===== src/rtl/mnist_pkg.sv =====
// Shared frame geometry, timing constants and sequencer state type for the MNIST frame path.
package mnist_pkg;

    localparam int ROWS           = 28;
    localparam int COLS           = 7;
    localparam int IMG_W          = ROWS * COLS;
    localparam int CLASS_W        = 4;
    localparam int TIMEOUT_CYCLES = 1023;
    localparam int ROW_CNT_W      = $clog2(ROWS);
    localparam int GAP_W          = $clog2(TIMEOUT_CYCLES + 1);

    typedef enum logic [1:0] {
        IDLE  = 2'd0,
        LOAD  = 2'd1,
        INFER = 2'd2,
        WAIT  = 2'd3
    } seq_state_t;

endpackage


===== src/rtl/mnist_row_packer.sv =====
// Image register for one MNIST frame: places each accepted row at its slot, row 0 in the MSBs.
import mnist_pkg::*;

module mnist_row_packer (
    input  logic                 clk_i,
    input  logic                 reset_i,
    input  logic                 clear_i,
    input  logic                 wr_en_i,
    input  logic [ROW_CNT_W-1:0] row_idx_i,
    input  logic [COLS-1:0]      row_i,
    output logic [IMG_W-1:0]     image_o
);

    logic [IMG_W-1:0] image_q;
    logic [IMG_W-1:0] image_d;

    // Clear wins over a write so a restart always leaves an empty image.
    always_comb begin
        image_d = image_q;
        if (clear_i) begin
            image_d = '0;
        end else if (wr_en_i) begin
            for (int r = 0; r < ROWS; r++) begin
                if (row_idx_i == ROW_CNT_W'(r)) begin
                    image_d[IMG_W-1-r*COLS -: COLS] = row_i;
                end
            end
        end
    end

    always_ff @(posedge clk_i) begin
        if (reset_i) begin
            image_q <= '0;
        end else begin
            image_q <= image_d;
        end
    end

    assign image_o = image_q;

endmodule


===== src/rtl/mnist_frame_sequencer.sv =====
// Frame sequencer: row capture, classifier handshake and result hold for one MNIST frame.
// Optional inter-beat timeout abort is enabled by defining IMG_SEQ_TIMEOUT_EN.
import mnist_pkg::*;

module mnist_frame_sequencer (
    input  logic               clk_i,
    input  logic               reset_i,
    input  logic               start_frame_i,
    input  logic               row_valid_i,
    input  logic [COLS-1:0]    row_data_i,
    output logic               row_ready_o,
    output logic [IMG_W-1:0]   image_data_o,
    output logic               image_valid_o,
    output logic               infer_start_o,
    input  logic               infer_done_i,
    input  logic [CLASS_W-1:0] infer_class_i,
    output logic [CLASS_W-1:0] result_class_o,
    output logic               result_valid_o,
    output logic               busy_o,
    output logic               error_o
);

    seq_state_t           state_q, state_d;
    logic [ROW_CNT_W-1:0] row_cnt_q, row_cnt_d;
    logic                 image_valid_q, image_valid_d;
    logic [CLASS_W-1:0]   result_class_q, result_class_d;
    logic                 result_valid_q, result_valid_d;
    logic                 img_clear;
    logic                 img_wr_en;
    logic                 beat_accept;
    logic                 last_row;

`ifdef IMG_SEQ_TIMEOUT_EN
    logic [GAP_W-1:0]     gap_cnt_q, gap_cnt_d;
    logic                 error_q, error_d;
`endif

    assign beat_accept = row_valid_i && (state_q == LOAD);
    assign last_row    = (row_cnt_q == ROW_CNT_W'(ROWS - 1));

    // Priority inside LOAD: restart, then beat, then timeout abort.
    always_comb begin
        state_d        = state_q;
        row_cnt_d      = row_cnt_q;
        image_valid_d  = image_valid_q;
        result_class_d = result_class_q;
        result_valid_d = result_valid_q;
        img_clear      = 1'b0;
        img_wr_en      = 1'b0;
`ifdef IMG_SEQ_TIMEOUT_EN
        gap_cnt_d      = gap_cnt_q;
        error_d        = error_q;
`endif
        unique case (state_q)
            IDLE: begin
                if (start_frame_i) begin
                    img_clear      = 1'b1;
                    row_cnt_d      = '0;
                    image_valid_d  = 1'b0;
                    result_valid_d = 1'b0;
`ifdef IMG_SEQ_TIMEOUT_EN
                    gap_cnt_d      = '0;
                    error_d        = 1'b0;
`endif
                    state_d        = LOAD;
                end
            end
            LOAD: begin
                if (start_frame_i) begin
                    img_clear = 1'b1;
                    row_cnt_d = '0;
`ifdef IMG_SEQ_TIMEOUT_EN
                    gap_cnt_d = '0;
`endif
                end else if (beat_accept) begin
                    img_wr_en = 1'b1;
`ifdef IMG_SEQ_TIMEOUT_EN
                    gap_cnt_d = '0;
`endif
                    if (last_row) begin
                        row_cnt_d     = '0;
                        image_valid_d = 1'b1;
                        state_d       = INFER;
                    end else begin
                        row_cnt_d = row_cnt_q + 1'b1;
                    end
                end else begin
`ifdef IMG_SEQ_TIMEOUT_EN
                    if (gap_cnt_q == GAP_W'(TIMEOUT_CYCLES)) begin
                        error_d       = 1'b1;
                        image_valid_d = 1'b0;
                        row_cnt_d     = '0;
                        state_d       = IDLE;
                    end else begin
                        gap_cnt_d = gap_cnt_q + 1'b1;
                    end
`endif
                end
            end
            INFER: begin
                state_d = WAIT;
            end
            WAIT: begin
                if (infer_done_i) begin
                    result_class_d = infer_class_i;
                    result_valid_d = 1'b1;
                    state_d        = IDLE;
                end
            end
            default: begin
                state_d = IDLE;
            end
        endcase
    end

    always_ff @(posedge clk_i) begin
        if (reset_i) begin
            state_q        <= IDLE;
            row_cnt_q      <= '0;
            image_valid_q  <= 1'b0;
            result_class_q <= '0;
            result_valid_q <= 1'b0;
        end else begin
            state_q        <= state_d;
            row_cnt_q      <= row_cnt_d;
            image_valid_q  <= image_valid_d;
            result_class_q <= result_class_d;
            result_valid_q <= result_valid_d;
        end
    end

`ifdef IMG_SEQ_TIMEOUT_EN
    always_ff @(posedge clk_i) begin
        if (reset_i) begin
            gap_cnt_q <= '0;
            error_q   <= 1'b0;
        end else begin
            gap_cnt_q <= gap_cnt_d;
            error_q   <= error_d;
        end
    end

    assign error_o = error_q;
`else
    assign error_o = 1'b0;
`endif

    mnist_row_packer u_packer (
        .clk_i     (clk_i),
        .reset_i   (reset_i),
        .clear_i   (img_clear),
        .wr_en_i   (img_wr_en),
        .row_idx_i (row_cnt_q),
        .row_i     (row_data_i),
        .image_o   (image_data_o)
    );

    assign row_ready_o    = (state_q == LOAD);
    assign infer_start_o  = (state_q == INFER);
    assign busy_o         = (state_q != IDLE);
    assign image_valid_o  = image_valid_q;
    assign result_class_o = result_class_q;
    assign result_valid_o = result_valid_q;

endmodule

===== config.mk =====
export PLATFORM = sky130hd
export DESIGN_NAME = mnist_frame_sequencer
export DESIGN_NICKNAME = d
export VERILOG_FILES = /design/src/rtl/mnist_pkg.sv /design/src/rtl/mnist_row_packer.sv /design/src/rtl/mnist_frame_sequencer.sv
export SDC_FILE = /design/constraint.sdc
export NUM_CORES = 1
export LEC_CHECK = 0
export ABC_AREA = 0
export CORE_AREA = 4 4 127 129
export CTS_CLUSTER_SIZE = 8
export DETAILED_ROUTE_END_ITERATION = 6
export DIE_AREA = 0 0 131 133
export PLACE_DENSITY = 0.93
export RECOVER_POWER = 100
export SYNTH_ARGS = -nofsm -noshare
export SYNTH_HDL_FRONTEND = slang
export SYNTH_SLANG_ARGS = --single-unit

===== constraint.sdc =====
create_clock -name clk_i -period 5.3 [get_ports clk_i]
set_input_delay 0.795 -clock clk_i [delete_from_list [all_inputs] [get_ports clk_i]]
set_output_delay 0.795 -clock clk_i [all_outputs]
set_load 0.03 [all_outputs]

==> key figures <==
Logic synthesis
  – Syn nets: 821
  – Mapped Cells: 795
  – Synth cell types: 45
  – Post-synthesis sequential area ratio: 0.557
  – Yosys warnings: 0
  – Synth Flop Type: dfxtp_1
  – Ys async rst share: 0
  – FF+latch count, synth: 209
  – Post-synth EDFFs: 0
  – Cell Area, Synth: 7510 µm²
  – Avg Inst Size Synth: 9.45 µm²

STA
  – Final WS setup: 1470 ps
  – Final clock skew: approximately 12 ps
  – Worst slew margin: -0.201
  – Max-slew violation count: ~180
  – Tcrit/Tclk final: 0.723
  – Setup TNS: 0 ps
  – Unrepaired setup endpoints after global routing: false
  – Measured slew at the worst slew-check pin: 1800 ps
  – Highest achievable clock rate: 0.261 GHz
  – Fin. Hold Viols: 0
  – Final-report setup violation count: 0
  – Final min period: 3830 ps

Die
  – Initial core utilization: 0.500
  – # rows: 45
  – Die Height: 133 µm
  – IO Pins: around 220
  – Die Width: 131 µm
  – Core area: 15,000 µm²
  – DIE AREA: 17,400 µm²

Clock network
  – Post-CTS Hold Fix Bufs: 0
  – Clk buf depth: 3
  – Clk Latency, worst-skew pair: 520 ps
  – H-tree levels: 1
  – Post-CTS Setup Bufs: 0
  – Clock root cell: clkbuf_16
  – TritonCTS clock tree: yes
  – TritonCTS Buffers: 30
  – Sink Count: 209
  – Post-CTS resize count: 0
  – Reg clk slew, reported paths: 50 ps

Final layout
  – Fillers: 1,122
  – Non-Filler Instances: 1,163
  – Synth-to-layout area growth: 36.4%
  – Most frequent cells in the layout: dfxtp_1 (209), dlygate4sd3_1 (209), nand3_1 (204)
  – Share of cells above drive strength 1: 0.0626
  – Final nets: 1,000
  – Ant diodes: 0

Global route
  – Initial antenna violation count: 0
  – Tot GR Track Use: 0.241
  – Vias in the first global route: 6,430
  – Largest net degree at the start of global routing: 91
  – M3 GR Usage: 0.0561
  – First-pass GRT wire length: 33,800 µm
  – M1 GR Usage: 0.294
  – Top Usage Layer GRT: met2
  – GRT Residual Overflow: 0
  – Met2 GRT Util: 0.408

Worst setup path
  – Max stage delay on crit path: around 1300 ps
  – CP cell instances: dlygate4sd3_1 > inv_1 > and2_4 > clkbuf_2 > nand2_4 > o21ai_0
  – Worst Setup End Kind: flop
  – Startpoint class of the critical path: input pin
  – Worst-path maximum fanout: 89
  – WS Path Type: in2reg
  – CP arrival: approximately 4300 ps
  – Worst Path Required: between 5000 and 6000 ps
  – Crit-path slowest cell: clkbuf_2

Detailed routing
  – ANT nets after route: 0
  – TritonRoute pass-1 iters: 5
  – Routed wire length: around 22,000 µm
  – Via density: 5.75
  – Post-route DRC: 0
  – Vias post-DR: 6,692
  – Wire per inst: 18.9 µm
  – Initial DRC count: 461

Placed design
  – Post-DP HPWL: 14,300 µm
  – Placed Instances: 1,130
  – Pre-CTS setup slack: between 1500 and 2000 ps
  – RD Place Congestion: 0.812
  – PortBufs: 220

Run
  – Max cap viols: 2

Power
  – Power density over the cells: 354 nW/µm²
  – Leakage: 0.00428 µW
  – Overall power: 3630 µW
  – Peak VDD IR: 408 µV

Run status
  – Failing checks: capacitance limit, slew limit
  – Status: finished with violations

Hold path
  – Hold crit path type: reg2reg
-- worst max-delay path, delay by kind of cell --
family,cells,cell delay (ps)
AO/OA/AOI/OAI,1,330
AND/OR/NAND/NOR,2,780
buffers and inverters,3,2310
-- report_power, final --
group / total (µW) / switching [µW] / internal, µW
Combinational: 407 / 316 / 90.9
Clock: 1630 / 612 / 1010
Sequential: 1600 / 9.37 / 1590
-- path summary, 6_finish.rpt --
kind,from,end,slack [ps],depth (start not counted)
max,reset_i,u_packer.image_o[139],1470,6
min,u_packer.image_o[82],u_packer.image_o[82],460,2
max reg2reg,state_q[1],u_packer.image_o[139],1720,7
min reg2reg,u_packer.image_o[82],u_packer.image_o[82],460,2
-- synthesized netlist by cell type, types with 7 or more instances --
cell type / n / area [µm²]
a21oi_1: 8 / 40.0
buf_2: 34 / 170
buf_4: 8 / 60.1
buf_6: 17 / 191
clkbuf_1: 7 / 26.3
clkbuf_2: 12 / 60.1
dfxtp_1: 209 / 4180
ha_1: 10 / 125
inv_1: 7 / 26.3
mux2i_1: 7 / 70.1
nand2_1: 15 / 56.3
nand3_1: 203 / 1020
nand3_2: 15 / 150
nor2_1: 10 / 37.5
o21ai_0: 36 / 180
o21ai_1: 157 / 786
-- per-stage QoR --
step                      instance area [µm²]  utilization  hold slack, ps
after global placement                   9480        0.631             443
after global routing                    10200        0.681             481
final                                   10200        0.681             461
after floorplan                          7510            -             495
after detailed placement                 9480        0.631             452
after CTS                               10300        0.683             459
-- layer usage --
metal | part of all wire | up-vias | wire, µm
met3 | 0.082 | 62 | 1810
met4 | 0.037 | 0 | 814
met1 | 0.39 | 3143 | 8480
met2 | 0.50 | 317 | 10900
met5 | 0 | - | 0
li1 | - | 3170 | -
-- cell type report --
cell class / instances / area [µm²] / area share
inverter: 8 / 30.0 / 0.00293
multi-input combinational: 500 / 2770 / 0.271
tap: 188 / 235 / 0.0230
clock buffer: 32 / 779 / 0.0761
timing repair buffer: 225 / 2230 / 0.218
sequential: 209 / 4180 / 0.408
clock inverter: 1 / 8.76 / 0.000855
-- state kept, by name (all words and copies together) (netlist names) --
| register | cells |
|---|---|
| row_cnt_q | 5 |
| result_valid_o | 1 |
| state_q | 2 |
| u_packer.image_o | 196 |
| result_class_o | 4 |
| image_valid_o | 1 |
-- cell families after synthesis --
group | synth area share
AND/OR/NAND/NOR | 0.200
AO/OA/AOI/OAI | 0.145
flip-flops | 0.557
buffers and inverters | 0.0716
adder cells (fa/ha/maj) | 0.0167
multiplexers | 0.00933
other | 0.000499
Note: power is estimated with default switching activity, not from simulation.
